## config.mk

```make
export PLATFORM = sky130hd
export DESIGN_NAME = rr_mux
export DESIGN_NICKNAME = d
export VERILOG_FILES = /design/src/rtl/rr_mux_pkg.sv /design/src/rtl/rr_mux_buf.sv /design/src/rtl/rr_mux.sv
export SDC_FILE = /design/constraint.sdc
export NUM_CORES = 1
export LEC_CHECK = 0
export CORE_UTILIZATION = 39
export DETAILED_ROUTE_END_ITERATION = 10
export GPL_TIMING_DRIVEN = 0
export PLACE_DENSITY = 0.88
export SETUP_SLACK_MARGIN = 0.15
export SLEW_MARGIN = 20
export SYNTH_ARGS = -nofsm -noshare
export SYNTH_HDL_FRONTEND = slang
export SYNTH_SLANG_ARGS = --single-unit
```

## constraint.sdc

```tcl
create_clock -name clk -period 4.05 [get_ports clk]
set_clock_uncertainty 0.2 [all_clocks]
set_input_delay 0.81 -clock clk [delete_from_list [all_inputs] [get_ports clk]]
set_output_delay 0.81 -clock clk [all_outputs]
set_load 0.005 [all_outputs]
```

## src/rtl/rr_mux_pkg.sv

```systemverilog
// rr_mux_pkg: shared constants, lock state type and one-hot encoder for rr_mux.
package rr_mux_pkg;

  // Output buffer geometry: 2 entries, 1-bit pointers, count 0..2.
  localparam int unsigned BUF_DEPTH = 2;
  localparam int unsigned CNT_W     = 2;
  localparam int unsigned PTR_W     = 1;

  // Upper bound on port count so the lock index width is fixed in the package.
  localparam int unsigned MAX_PORTS = 256;
  localparam int unsigned IDX_W     = $clog2(MAX_PORTS);

  // Packet lock: valid flag plus index of the port being held.
  typedef struct packed {
    logic             vld;
    logic [IDX_W-1:0] idx;
  } lock_t;

  // One-hot to binary; OR-based so it stays a flat encoder.
  function automatic logic [IDX_W-1:0] oh2bin(input logic [MAX_PORTS-1:0] oh);
    logic [IDX_W-1:0] idx;
    idx = '0;
    for (int i = 0; i < MAX_PORTS; i++) begin
      if (oh[i]) idx = idx | IDX_W'(i);
    end
    return idx;
  endfunction

endpackage

```

## src/rtl/rr_mux_buf.sv

```systemverilog
// rr_mux_buf: 2-entry circular output FIFO, no bypass, pointers wrap 1->0.
module rr_mux_buf
  import rr_mux_pkg::*;
#(
  parameter int unsigned DATA_W = 32
) (
  input  logic              clk,
  input  logic              arst,
  input  logic              push_i,
  input  logic [DATA_W-1:0] data_i,
  input  logic              pop_i,
  output logic              full_o,
  output logic              valid_o,
  output logic [DATA_W-1:0] data_o
);

  logic [DATA_W-1:0] mem_q [BUF_DEPTH];
  logic [CNT_W-1:0]  cnt_q, cnt_d;
  logic [PTR_W-1:0]  rd_ptr_q, rd_ptr_d;
  logic [PTR_W-1:0]  wr_ptr_q, wr_ptr_d;

  // Pointer and occupancy next-state.
  always_comb begin
    cnt_d    = cnt_q;
    rd_ptr_d = rd_ptr_q;
    wr_ptr_d = wr_ptr_q;
    if (push_i) wr_ptr_d = wr_ptr_q + PTR_W'(1);
    if (pop_i)  rd_ptr_d = rd_ptr_q + PTR_W'(1);
    case ({push_i, pop_i})
      2'b10:   cnt_d = cnt_q + CNT_W'(1);
      2'b01:   cnt_d = cnt_q - CNT_W'(1);
      default: cnt_d = cnt_q;
    endcase
  end

  // Control state; reset discards any buffered beats.
  always_ff @(posedge clk or posedge arst) begin
    if (arst) begin
      cnt_q    <= '0;
      rd_ptr_q <= '0;
      wr_ptr_q <= '0;
    end else begin
      cnt_q    <= cnt_d;
      rd_ptr_q <= rd_ptr_d;
      wr_ptr_q <= wr_ptr_d;
    end
  end

  // Payload storage needs no reset: it is only read while count != 0.
  always_ff @(posedge clk) begin
    if (push_i) mem_q[wr_ptr_q] <= data_i;
  end

  assign full_o  = (cnt_q == CNT_W'(BUF_DEPTH));
  assign valid_o = (cnt_q != '0);
  assign data_o  = mem_q[rd_ptr_q];

endmodule

```

## src/rtl/rr_mux.sv

```systemverilog
// rr_mux: W-port valid/ready fan-in driven by an external round-robin arbiter.
// Optional packet lock (holds one port until its last beat): RR_MUX_PKT_LOCK_EN.
module rr_mux
  import rr_mux_pkg::*;
#(
  parameter int unsigned W      = 4,
  parameter int unsigned DATA_W = 32
) (
  input  logic                clk,
  input  logic                arst,
  input  logic [W-1:0]        i_valid,
  input  logic [W*DATA_W-1:0] i_data,
`ifdef RR_MUX_PKT_LOCK_EN
  input  logic [W-1:0]        i_last,
`endif
  output logic [W-1:0]        o_ready,
  output logic [W-1:0]        o_arb_req,
  input  logic [W-1:0]        i_arb_gnt,
  output logic                o_arb_ack,
  output logic                o_valid,
  output logic [DATA_W-1:0]   o_data,
  input  logic                i_ready
);

  logic              full;
  logic              accept_ok;
  logic              push;
  logic              pop;
  logic [DATA_W-1:0] mux_data;

  // Acceptance depends only on registered occupancy, never on i_ready.
  assign accept_ok = ~full;
  assign o_ready   = i_arb_gnt & i_valid & {W{accept_ok}};
  assign push      = |o_ready;
  assign pop       = o_valid & i_ready;

  // AND-OR mux of the granted port's payload.
  always_comb begin
    mux_data = '0;
    for (int k = 0; k < W; k++) begin
      mux_data = mux_data | (i_data[k*DATA_W +: DATA_W] & {DATA_W{o_ready[k]}});
    end
  end

`ifdef RR_MUX_PKT_LOCK_EN
  lock_t        lock_q, lock_d;
  logic [W-1:0] lock_mask;
  logic         last_sel;

  // Request/ack with packet lock; lock releases on the beat carrying last.
  always_comb begin
    lock_d    = lock_q;
    lock_mask = W'(1) << lock_q.idx;
    last_sel  = |(o_ready & i_last);
    o_arb_req = '0;
    o_arb_ack = push & last_sel;
    if (accept_ok) o_arb_req = lock_q.vld ? (i_valid & lock_mask) : i_valid;
    if (push) begin
      lock_d.vld = ~last_sel;
      lock_d.idx = oh2bin(MAX_PORTS'(o_ready));
    end
  end

  // Lock register.
  always_ff @(posedge clk or posedge arst) begin
    if (arst) lock_q <= '0;
    else      lock_q <= lock_d;
  end
`else
  // Per-beat arbitration: every accepted beat advances the arbiter.
  always_comb begin
    o_arb_req = '0;
    o_arb_ack = push;
    if (accept_ok) o_arb_req = i_valid;
  end
`endif

  rr_mux_buf #(
    .DATA_W (DATA_W)
  ) u_buf (
    .clk     (clk),
    .arst    (arst),
    .push_i  (push),
    .data_i  (mux_data),
    .pop_i   (pop),
    .full_o  (full),
    .valid_o (o_valid),
    .data_o  (o_data)
  );

  // The arbiter must return exactly one grant whenever something is requested.
  gnt_onehot_a : assert property (@(posedge clk) disable iff (arst)
    (|o_arb_req) |-> $onehot(i_arb_gnt));

endmodule

```

==> impl_metrics.sql, run 1 <==
INSERT INTO impl_metrics (metric_group, metric, value, unit) VALUES
('run_status', 'result_of_the_run', 'completed', ''),
('critical_path', 'crit_chain', 'clkdlybuf4s50_1 > and3_1 > buf_2 > buf_1 > clkdlybuf4s50_1', ''),
('pwr', 'p_leak', '2.03', 'nW'),
('global_route', 'grtUsageTotal', '0.223', ''),
('logic_synthesis', 'yosysWarningCount', '0', ''),
('detailed_routing', 'drc_errors', '0', ''),
('sta', 'worst_pin_slew', '0.650', 'ns'),
('global_route', 'globalRoute.busiestLayer', 'met2', ''),
('floorplan', 'die_area', '8600', 'um2'),
('clocking', 'ctsHtreeMaxLevel', '3', ''),
('clocking', 'cts_root_buffer', 'clkbuf_8', ''),
('critical_path', 'critPathTopFamily', 'buffers and inverters', ''),
('logic_synthesis', 'synth_edf_count', '64', ''),
('pwr', 'cellPowerDensity', '602', 'nW/um2'),
('detailed_routing', 'route.final.wire_length', '9150', 'um'),
('floorplan', 'io_pins', '181', ''),
('critical_path', 'path_buf_inv', '4', ''),
('global_route', 'grt_antenna_before_repair', '0', ''),
('sta', 'fin_crit_sh', '0.918', ''),
('hold_path', 'worst_min_delay_path_startpoint', 'u_buf.cnt_q[0]', ''),
('clocking', 'cts_repair_resize_count', '0', ''),
('logic_synthesis', 'yosys_register_bits', '68', ''),
('logic_synthesis', 'nets_in_the_synthesized_netlist', '379', ''),
('pwr', 'vdd_ir_drop_max', '283', 'uV'),
('detailed_routing', 'drt_iter0_drc', '199', ''),
('final_layout', 'insertedDiodeCount', '0', ''),
('final_layout', 'share_of_layout_cells_above_drive_strength_1', '0.142', ''),
('clocking', 'clock_sinks', '68', ''),
('global_route', 'grt_use_met2', '0.407', ''),
('logic_synthesis', 'synth.distinct_cells', '20', ''),
('clocking', 'tritoncts', 'done', ''),
('critical_path', 'cp_data_arrival_time', '2.71', 'ns'),
('global_route', 'via_count_of_the_first_global_routing_pass', '2939', ''),
('floorplan', 'die_x', '92.7', 'um'),
('flow_run', 'maximum_capacitance_violations', '0', ''),
('clocking', 'clk_pin_slew_worst_paths', '0.07', 'ns'),
('critical_path', 'critPathLaunch', 'i_valid[3]', ''),
('logic_synthesis', 'synth.area.top_cells', 'edfxtp_1 60%, mux2_2 11%, a222oi_1 10%, nand2_1 7.5%, dfrtp_1 3.1%', ''),
('sta', 'rsz0062_at_grt', 'no', ''),
('floorplan', 'site_rows', '32', ''),
('critical_path', 'worst_path_max_delay_cell', 'clkdlybuf4s50_1', ''),
('floorplan', 'initial_core_util', '0.409', ''),
('critical_path', 'critical-path-top-cell-by-count', 'clkdlybuf4s50_1', ''),
('global_route', 'grt.met3_usage', '0.0599', ''),
('detailed_routing', 'detail-route-antenna-nets', '0', ''),
('sta', 'finalCriticalPeriod', '3.72', 'ns'),
('sta', 'maxSlewHeadroom', '0.566', ''),
('placed_design', 'finalWeightedCongestion', '0.868', ''),
('detailed_routing', 'vias_per_cell', '5.24', ''),
('placed_design', 'hpwlAfterDp', '6860', 'um'),
('critical_path', 'criticalPathCategory', 'primary input to output port', ''),
('global_route', 'maximum_number_of_pins_on_one_net_before_global_route_repair', '21', ''),
('critical_path', 'timing.critical_path.to_type', 'output port', ''),
('sta', 'final.hold.worst_slack', '0.336', 'ns'),
('critical_path', 'crit_path_max_fanout', '10', ''),
('clocking', 'cts_setup_buffers', '0', ''),
('floorplan', 'dieHeight', '92.7', 'um'),
('critical_path', 'rr_startpoint', 'u_buf.cnt_q[0]', ''),
('critical_path', 'crit_path_max_incr_delay', '0.61', 'ns'),
('logic_synthesis', 'ys_seq_area_frac', '0.630', ''),
('clocking', 'cts-buffers-inserted', '9', ''),
('global_route', 'globalRoute.totalOverflow', '0', ''),
('floorplan', 'core_region_area', '7850', 'um2'),
('hold_path', 'min_path_type', 'flop to flop', ''),
('final_layout', 'final.fill_count', '590', ''),
('logic_synthesis', 'synth_top_cells_by_count', '64 x edfxtp_1, 64 x nand2_1, 32 x a222oi_1, 32 x mux2_2, 7 x buf_2', ''),
('logic_synthesis', 'ys_dominant_reg_cell', 'edfxtp_1', ''),
('final_layout', 'area_delta_synth_final', '69.0', '%'),
('detailed_routing', 'first_pass_iteration_count_of_the_detailed_router', '8', ''),
('sta', 'achievable-frequency', '269', 'MHz'),
('logic_synthesis', 'syn-cell-area', '3210', 'um2');
## cell usage in the layout, fill, tap and decap left out
cell type	synthesis	layout
mux2_2	32	32
buf_16	0	2
or2_2	1	1
a222oi_1	32	32
xnor2_1	3	3
inv_1	2	2
buf_1	6	6
nor2_4	0	1
clkinv_2	0	1
dfrtp_1	4	4
nand2b_4	1	1
and2_1	5	5
clkinvlp_4	0	2
edfxtp_1	64	64
nor2_1	2	1
nand2_1	64	64
buf_6	1	1
clkdlybuf4s50_1	0	180
buf_2	7	7
ha_1	1	1
xor2_1	2	2
nor4_4	1	1
nor2b_4	0	1
clkinv_4	0	1
and3_1	4	4
clkbuf_8	0	9
bufinv_16	0	2
clkbuf_1	6	7
## sequential cells by signal, summed over array words and instances, names as in the netlist
name            flops
u_buf.mem_q        64
u_buf.cnt_q         2
u_buf.wr_ptr_q      1
u_buf.rd_ptr_q      1
## worst register-to-register path: stages (launching register included)
cell and delay [ns]:
dfrtp_1 0.42, nand2b_4 0.18, and3_1 0.17, buf_2 0.17
nor4_4 0.53, ha_1 0.36, nor2_1 0.14, xor2_1 0.14
## cell type report
type	instances	area [um2]	area share
repair buffers	182	1860	0.342
inverters	2	7.51	0.00138
clock inverters	6	88.8	0.0164
multi-input cells	149	1100	0.203
plain buffers	20	91.3	0.0168
well taps	102	128	0.0235
flip-flops and latches	68	2020	0.373
clock buffers	10	128	0.0235
## logic make-up (layout without fill, tap and decap cells)
| logic type | count (synthesis) | count (layout) | share of synthesized area |
|---|---|---|---|
| AO/OA/AOI/OAI | 32 | 32 | 0.0998 |
| multiplexers | 32 | 32 | 0.112 |
| adder cells (fa/ha/maj) | 1 | 1 | 0.00390 |
| flip-flops | 68 | 68 | 0.630 |
| AND/OR/NAND/NOR | 79 | 79 | 0.110 |
| XOR/XNOR | 5 | 5 | 0.0136 |
| buffers and inverters | 22 | 220 | 0.0308 |
## metal layers
layer,vias up,routed length (um),part of all wire
met5,-,0,0
met4,0,112,0.012
met3,12,655,0.072
met2,140,4950,0.54
met1,1351,3430,0.37
li1,1320,-,-
## report_power, final
| group | switching (mW) | total (mW) | internal [mW] | leakage (nW) |
|---|---|---|---|---|
| Combinational | 0.609 | 1.46 | 0.855 | 1.27 |
| Sequential | 0.0727 | 1.20 | 1.13 | 0.664 |
| Clock | 0.254 | 0.601 | 0.347 | 0.102 |
## metrics by stage
step           setup slack (ns)  total power [mW]  instance area, um2  std cells  utilization
2_1_floorplan             0.788              1.86                3210        239            -
3_3_place_gp             -0.594              2.60                5140        521        0.655
3_5_place_dp              0.296              2.70                5210        523        0.664
4_1_cts                   0.296              3.30                5430        539        0.691
5_1_grt                   0.187              3.46                5430        539        0.691
6_report                  0.333              3.26                5430        539        0.691
## final timing paths
check                                  to  slack [ns]  depth (start not counted)
max in group asynchronous  u_buf.wr_ptr_q        3.06                          2
hold / removal             u_buf.cnt_q[0]        0.34                          1
setup / recovery               o_ready[3]        0.33                          5
hold reg to reg            u_buf.cnt_q[0]        0.34                          1
min in group asynchronous  u_buf.rd_ptr_q        0.44                          2
setup reg to reg           u_buf.cnt_q[1]        1.66                          7
Note: power is estimated with default switching activity, not from simulation.
==> run 2: changes to the inputs <==
--- a/config.mk
+++ b/config.mk
@@ -5,12 +5,14 @@
 export SDC_FILE = /design/constraint.sdc
 export NUM_CORES = 1
 export LEC_CHECK = 0
-export CORE_UTILIZATION = 39
+export ABC_CLOCK_PERIOD_IN_PS = 4050
+export CORE_UTILIZATION = 44
 export DETAILED_ROUTE_END_ITERATION = 10
 export GPL_TIMING_DRIVEN = 0
-export PLACE_DENSITY = 0.88
+export PLACE_DENSITY = 0.89
 export SETUP_SLACK_MARGIN = 0.15
 export SLEW_MARGIN = 20
 export SYNTH_ARGS = -nofsm -noshare
 export SYNTH_HDL_FRONTEND = slang
+export SYNTH_HIERARCHICAL = 1
 export SYNTH_SLANG_ARGS = --single-unit
==> run 2 against run 1 <==
Fmax grew 6.5%; non-clock buffer count increased by 22; combinational power is 47% higher; largest power group unchanged; global-route usage up 5.7 points; critical path depth unchanged; core utilization is 0.37 points higher; worst hold slack got worse by 0.026 ns; flip-flop and latch count unchanged; final area rose by 21%; critical path type is now flop to output port.
==> impl_metrics.sql, run 2 <==
INSERT INTO impl_metrics (metric_group, metric, value, unit) VALUES
('run_status', 'result_of_the_run', 'completed', ''),
('final_layout', 'combined_area_of_the_multi_input_logic_cells', '1960', 'um2'),
('clocking', 'cts_repair_resize_count', '0', ''),
('global_route', 'globalRoute.totalOverflow', '0', ''),
('logic_synthesis', 'yosys_register_bits', '68', ''),
('floorplan', 'site_rows', '35', ''),
('global_route', 'grtUsageTotal', '0.281', ''),
('floorplan', 'dieHeight', '101', 'um'),
('pwr', 'vdd_ir_drop_max', '275', 'uV'),
('flow_run', 'maximum_capacitance_violations', '0', ''),
('detailed_routing', 'routed-via-count', '3981', ''),
('placed_design', 'finalWeightedCongestion', '0.914', ''),
('critical_path', 'crit_path_start_kind', 'flop', ''),
('clocking', 'clock_sinks', '68', ''),
('global_route', 'maximum_number_of_pins_on_one_net_before_global_route_repair', '18', ''),
('logic_synthesis', 'ys_dominant_reg_cell', 'edfxtp_1', ''),
('critical_path', 'criticalPathCategory', 'flop to output port', ''),
('clocking', 'clk_pin_slew_worst_paths', '0.08', 'ns'),
('logic_synthesis', 'post_synth.cell_area_avg', '13.0', 'um2'),
('logic_synthesis', 'synth_top_cells_by_count', '128 x nand4b_1, 64 x edfxtp_1, 32 x nand4_1', ''),
('logic_synthesis', 'synth_edf_count', '64', ''),
('final_layout', 'most-common-layout-cells', '172 x clkdlybuf4s50_1, 128 x nand4b_1, 64 x edfxtp_1', ''),
('global_route', 'grt_antenna_before_repair', '0', ''),
('detailed_routing', 'drt_iter0_drc', '280', ''),
('logic_synthesis', 'yosysWarningCount', '6', ''),
('detailed_routing', 'first_pass_iteration_count_of_the_detailed_router', '6', ''),
('pwr', 'post-layout-total-power', '4.04', 'mW'),
('critical_path', 'crit_path_max_fanout', '10', ''),
('final_layout', 'nets', '660', ''),
('final_layout', 'register_area', '2020', 'um2'),
('critical_path', 'cp_data_arrival_time', '2.48', 'ns'),
('logic_synthesis', 'nets_in_the_synthesized_netlist', '475', ''),
('clocking', 'tritoncts', 'done', ''),
('logic_synthesis', 'asyncSetResetFlopFracSynth', '0.0588', ''),
('logic_synthesis', 'most_frequent_cell_after_synthesis', 'nand4b_1', ''),
('sta', 'fin_crit_sh', '0.862', ''),
('pwr', 'cellPowerDensity', '617', 'nW/um2'),
('clocking', 'cts-buffers-inserted', '9', ''),
('detailed_routing', 'wl_per_cell', '22.3', 'um'),
('floorplan', 'io_pins', '181', ''),
('floorplan', 'core_region_area', '9420', 'um2'),
('clocking', 'cts_root_buffer', 'clkbuf_8', ''),
('final_layout', 'reg_top3', 'u_buf/mem_q: 64 flops, u_buf/cnt_q: 2 flops', ''),
('clocking', 'hold_buffers', '0', ''),
('floorplan', 'initial_core_util', '0.462', ''),
('global_route', 'via_count_of_the_first_global_routing_pass', '4153', ''),
('logic_synthesis', 'synthesis.instances', '335', ''),
('sta', 'achievable-frequency', '287', 'MHz'),
('logic_synthesis', 'ys_seq_area_frac', '0.465', ''),
('logic_synthesis', 'synth_top_area_cell', 'edfxtp_1', ''),
('final_layout', 'final_design_area_no_fill', '6540', 'um2'),
('final_layout', 'insertedDiodeCount', '0', ''),
('final_layout', 'layoutNonFillerInstCount', '654', ''),
('floorplan', 'die_area', '10300', 'um2'),
('sta', 'finalCriticalPeriod', '3.49', 'ns'),
('detailed_routing', 'route.final.wire_length', '14600', 'um'),
('floorplan', 'die_x', '101', 'um'),
('critical_path', 'cp_data_required_time', '3.04', 'ns'),
('final_layout', 'registers.top_by_ff_count', 'u_buf/mem_q', ''),
('clocking', 'cts_setup_buffers', '0', ''),
('sta', 'maxSlewHeadroom', '0.537', ''),
('placed_design', 'hpwlAfterDp', '10600', 'um'),
('hold_path', 'min_path_type', 'flop to flop', ''),
('pwr', 'p_leak', '2.37', 'nW'),
('sta', 'finalSetupViolCount', '0', ''),
('detailed_routing', 'drc_errors', '0', ''),
('final_layout', 'mostFrequentLayoutCell', 'clkdlybuf4s50_1', ''),
('sta', 'finalHoldViolations', '0', ''),
('final_layout', 'final.fill_count', '671', ''),
('detailed_routing', 'detail-route-antenna-nets', '0', ''),
('sta', 'fin_setup_tns', '0', 'ns'),
('global_route', 'grt_first_pass_wirelength', '21400', 'um'),
('critical_path', 'timing.critical_path.to_type', 'output port', ''),
('clocking', 'ctsHtreeMaxLevel', '3', ''),
('logic_synthesis', 'synth_top_area_share', '0.442', ''),
('placed_design', 'buffer_ports.inserted', '172', ''),
('detailed_routing', 'vias_per_cell', '6.09', ''),
('sta', 'rsz0062_at_grt', 'no', ''),
('logic_synthesis', 'synth.distinct_cells', '23', ''),
('placed_design', 'placement.cell_area', '6300', 'um2'),
('clocking', 'insertion_delay_to_the_later_sink_of_the_worst_skew_pair', '0.34', 'ns'),
('final_layout', 'share_of_layout_cells_above_drive_strength_1', '0.183', ''),
('sta', 'timing.final.max_slew_violations', '0', ''),
('logic_synthesis', 'syn-cell-area', '4350', 'um2'),
('clocking', 'cts.path.max_buffers', '2', ''),
('sta', 'worst_pin_slew', '0.692', 'ns'),
('placed_design', 'dp.cells', '638', ''),
('final_layout', 'area_delta_synth_final', '50.5', '%'),
('final_layout', 'largest_register_ff_count', '64', ''),
('logic_synthesis', 'synth.area.top_cells', 'edfxtp_1 44%, nand4b_1 26%, mux2_4 10%, nand4_1 4.6%, buf_2 3.6%', '');
-- run 2: changes by cell type after synthesis, moves of 4 or more --
cell      before  now
mux2_2        32    3
a222oi_1      32    0
and3_1         4    0
nand4b_1       0  128
mux2_4         0   29
nand4_1        0   32
buf_2          7   31
buf_6          1    8
buf_1          6    0
nand2_1       64    0
nor2b_1        1    5
-- run 2: metal layers --
layer / routed length, um / track usage / vias up
met4: 350 / 0.0936 / 0
met2: 7380 / 0.515 / 302
met5: 0 / 0 / -
met1: 5360 / 0.328 / 1894
li1: - / - / 1752
met3: 1470 / 0.0552 / 33
-- run 2: cell families (layout without fill, tap and decap cells) --
group | count (synthesis) | count (layout) | share of synthesized area
and+or+nand+nor | 175 | 175 | 0.327
xor gates and xnor gates | 5 | 5 | 0.0101
adders and majority gates | 1 | 1 | 0.00288
DFF | 68 | 68 | 0.465
muxes | 32 | 32 | 0.108
buffers and inverters | 54 | 244 | 0.0872
-- run 2: cell type report --
type	instances	area share
Timing Repair Buffer	174	0.272
Clock buffer	9	0.0189
Multi-Input combinational cell	213	0.299
Inverter	4	0.00229
Clock inverter	7	0.0189
Buffer	50	0.0556
Sequential cell	68	0.309
Tap cell	129	0.0247
-- run 2: stage by stage --
| step | setup WS (ns) | hold WS, ns | util |
|---|---|---|---|
| after CTS | 0.554 | 0.320 | 0.695 |
| after floorplan | 0.596 | 0.248 | - |
| final | 0.560 | 0.310 | 0.695 |
| after global placement | -0.370 | 0.266 | 0.662 |
| after detailed placement | 0.940 | 0.309 | 0.669 |
| after global routing | 0.410 | 0.324 | 0.695 |
-- run 2: worst paths after layout --
check | end | start | slack, ns | depth (start not counted)
max | o_arb_ack | u_buf/cnt_q[0] | 0.56 | 5
min | u_buf/cnt_q[1] | u_buf/cnt_q[1] | 0.31 | 1
max reg2reg | u_buf/mem_q[1][22] | u_buf/cnt_q[0] | 1.29 | 6
min reg2reg | u_buf/cnt_q[1] | u_buf/cnt_q[1] | 0.31 | 1
max in group asynchronous | u_buf/rd_ptr_q | arst | 3.03 | 2
min in group asynchronous | u_buf/cnt_q[1] | arst | 0.46 | 2
-- run 2: worst max-delay path, stage by stage (launching register included) --
cell and delay, ns:
dfrtp_1 0.43, nor2b_1 0.57, buf_6 0.26, nand3b_1 0.19
nand4bb_1 0.20, clkdlybuf4s50_1 0.49
-- run 2: power by group --
part	internal [mW]	switching (mW)
clock	0.413	0.279
sequential	1.13	0.0812
combinational	1.28	0.857
==> run 3: changes to the inputs <==
--- a/config.mk
+++ b/config.mk
@@ -5,11 +5,12 @@
 export SDC_FILE = /design/constraint.sdc
 export NUM_CORES = 1
 export LEC_CHECK = 0
-export ABC_CLOCK_PERIOD_IN_PS = 4050
-export CORE_UTILIZATION = 44
+export ABC_CLOCK_PERIOD_IN_PS = 3100
+export CORE_ASPECT_RATIO = 1.4
+export CORE_UTILIZATION = 39
 export DETAILED_ROUTE_END_ITERATION = 10
 export GPL_TIMING_DRIVEN = 0
-export PLACE_DENSITY = 0.89
+export PLACE_DENSITY = 0.84
 export SETUP_SLACK_MARGIN = 0.15
 export SLEW_MARGIN = 20
 export SYNTH_ARGS = -nofsm -noshare
==> constraint.sdc (replaced) <==
create_clock -name clk -period 3.1 [get_ports clk]
set_clock_uncertainty 0.2 [all_clocks]
set_input_delay 0.62 -clock clk [delete_from_list [all_inputs] [get_ports clk]]
set_output_delay 0.62 -clock clk [all_outputs]
set_load 0.005 [all_outputs]
==> run 3 against run 2 <==
Critical path depth is 1 higher; first-iteration DRC count is 60% higher; global-route usage is 3.0 points lower; core utilization is 8.3 points lower; cell count is 2.4% higher; critical endpoint unchanged.
==> impl_metrics.sql, run 3 (synthesis results as in run 2) <==
INSERT INTO impl_metrics (metric_group, metric, value, unit) VALUES
('run_status', 'result_of_the_run', 'completed', ''),
('detailed_routing', 'vias_per_cell', '6.10', ''),
('critical_path', 'timing.critical_path.to_type', 'output port', ''),
('global_route', 'via_count_of_the_first_global_routing_pass', '4165', ''),
('hold_path', 'min_path_type', 'primary input to asynchronous set/reset pin', ''),
('floorplan', 'initial_core_util', '0.400', ''),
('final_layout', 'finish.utilization', '0.612', ''),
('critical_path', 'criticalPathCategory', 'flop to output port', ''),
('global_route', 'maximum_number_of_pins_on_one_net_before_global_route_repair', '20', ''),
('detailed_routing', 'wl_per_cell', '22.0', 'um'),
('final_layout', 'area_delta_synth_final', '53.0', '%'),
('placed_design', 'buffer_ports.inserted', '172', ''),
('clocking', 'ctsHtreeMaxLevel', '3', ''),
('floorplan', 'site_rows', '45', ''),
('final_layout', 'registers.top_by_ff_count', 'u_buf/mem_q', ''),
('pwr', 'cellPowerDensity', '812', 'nW/um2'),
('floorplan', 'dieHeight', '127', 'um'),
('detailed_routing', 'drc_errors', '0', ''),
('flow_run', 'maximum_capacitance_violations', '0', ''),
('detailed_routing', 'route.top_layer_used', 'met4', ''),
('sta', 'fin_crit_sh', '0.932', ''),
('detailed_routing', 'dr_wl_met3', '1230', 'um'),
('detailed_routing', 'detail-route-antenna-nets', '0', ''),
('sta', 'finalHoldViolations', '0', ''),
('final_layout', 'largest_register_ff_count', '64', ''),
('detailed_routing', 'routed-via-count', '4085', ''),
('sta', 'rsz0062_at_grt', 'no', ''),
('sta', 'finalSetupViolCount', '0', ''),
('clocking', 'cts_root_buffer', 'clkbuf_16', ''),
('sta', 'final.hold.worst_slack', '0.282', 'ns'),
('floorplan', 'core_region_area', '10900', 'um2'),
('critical_path', 'crit_path_max_fanout', '5', ''),
('sta', 'worst_pin_slew', '0.597', 'ns'),
('clocking', 'insertion_delay_to_the_later_sink_of_the_worst_skew_pair', '0.33', 'ns'),
('final_layout', 'share_of_layout_cells_above_drive_strength_1', '0.191', ''),
('sta', 'finalCriticalPeriod', '2.89', 'ns'),
('clocking', 'cts-buffers-inserted', '9', ''),
('final_layout', 'mostFrequentLayoutCell', 'clkdlybuf4s50_1', ''),
('final_layout', 'reg_top3', 'u_buf/mem_q: 64 flops, u_buf/cnt_q: 2 flops', ''),
('final_layout', 'most-common-layout-cells', '172 x clkdlybuf4s50_1, 128 x nand4b_1, 64 x edfxtp_1', ''),
('global_route', 'grt_first_pass_wirelength', '21700', 'um'),
('detailed_routing', 'drt_iter0_drc', '448', ''),
('final_layout', 'nets', '665', ''),
('sta', 'maxSlewHeadroom', '0.601', ''),
('pwr', 'vdd_ir_drop_max', '331', 'uV'),
('placed_design', 'finalWeightedCongestion', '0.860', ''),
('detailed_routing', 'first_pass_iteration_count_of_the_detailed_router', '5', ''),
('global_route', 'grtUsageTotal', '0.251', ''),
('detailed_routing', 'wl_met2', '7850', 'um'),
('critical_path', 'cp_data_required_time', '2.28', 'ns'),
('pwr', 'p_leak', '2.42', 'nW'),
('sta', 'timing.final.max_slew_violations', '0', ''),
('critical_path', 'timing.reg2reg.worst_path_depth', '9', ''),
('global_route', 'globalRoute.totalOverflow', '0', ''),
('sta', 'fin_setup_tns', '0', 'ns'),
('placed_design', 'hpwlAfterDp', '10800', 'um'),
('final_layout', 'insertedDiodeCount', '0', ''),
('critical_path', 'crit_path_start_kind', 'flop', ''),
('sta', 'achievable-frequency', '346', 'MHz'),
('clocking', 'clock_sinks', '68', ''),
('detailed_routing', 'm1WireLength', '5120', 'um'),
('floorplan', 'io_pins', '181', ''),
('clocking', 'cts.path.max_buffers', '2', ''),
('clocking', 'tritoncts', 'done', ''),
('critical_path', 'cp_data_arrival_time', '2.07', 'ns'),
('global_route', 'grt_antenna_before_repair', '0', ''),
('floorplan', 'die_area', '11600', 'um2'),
('floorplan', 'die_x', '91.3', 'um'),
('clocking', 'clk_pin_slew_worst_paths', '0.05', 'ns'),
('detailed_routing', 'route.final.wire_length', '14700', 'um');
==> run 3: timing repair <==
action,CTS,global route
hold buffers,0,0
endpoints found under the setup margin,6,1
pin swaps,0,1
gates resized for setup,3,0
hold endpoints to repair,0,0
buffers inserted,2,3
==> run 3: layer usage <==
| metal | vias to the layer above | global-route usage |
|---|---|---|
| met5 | - | 0 |
| met4 | 0 | 0.124 |
| met3 | 58 | 0.0390 |
| met2 | 299 | 0.473 |
| met1 | 1964 | 0.270 |
| li1 | 1764 | - |
==> run 3: critical path, stage by stage (launching register included) <==
cell and delay [ns]:
dfrtp_1 0.41, nor2b_4 0.16, buf_4 0.16, buf_4 0.13, nand3b_1 0.22, nand4bb_4 0.16
clkdlybuf4s50_1 0.51
==> run 3: through the flow <==
| step | setup WS, ns | power [mW] | instances | area [um2] |
|---|---|---|---|---|
| after floorplan | 0.362 | 3.15 | 335 | 4350 |
| after global placement | -0.324 | 4.22 | 648 | 6250 |
| after detailed placement | 0.0515 | 4.37 | 650 | 6310 |
| after CTS | 0.167 | 5.38 | 667 | 6630 |
| after global routing | 0.148 | 5.61 | 670 | 6650 |
| final | 0.212 | 5.40 | 670 | 6650 |
==> run 3: final cells by class <==
cell class                      count  area, um2
Clock buffer                        9        225
Fill cell                         819       4210
Inverter                            4       15.0
Tap cell                          141        176
Sequential cell                    68       2020
Buffer                             50        364
Multi-Input combinational cell    213       1980
Clock inverter                      6       56.3
Timing Repair Buffer              179       1810
==> run 3: power by group <==
part           switching (mW)  internal (mW)  leakage, nW
combinational            1.13           1.72         1.62
clock                   0.355          0.609        0.138
sequential              0.110           1.48        0.664
==> run 3: path summary, 6_finish.rpt <==
kind                                 from                 end  slack, ns
max                        u_buf/cnt_q[1]           o_arb_ack       0.21
min                                  arst      u_buf/cnt_q[1]       0.28
max reg2reg                u_buf/cnt_q[1]  u_buf/mem_q[0][30]       0.47
min reg2reg                u_buf/cnt_q[1]      u_buf/cnt_q[1]       0.33
max in group asynchronous            arst      u_buf/rd_ptr_q       2.26
min in group clk           u_buf/cnt_q[1]      u_buf/cnt_q[1]       0.33
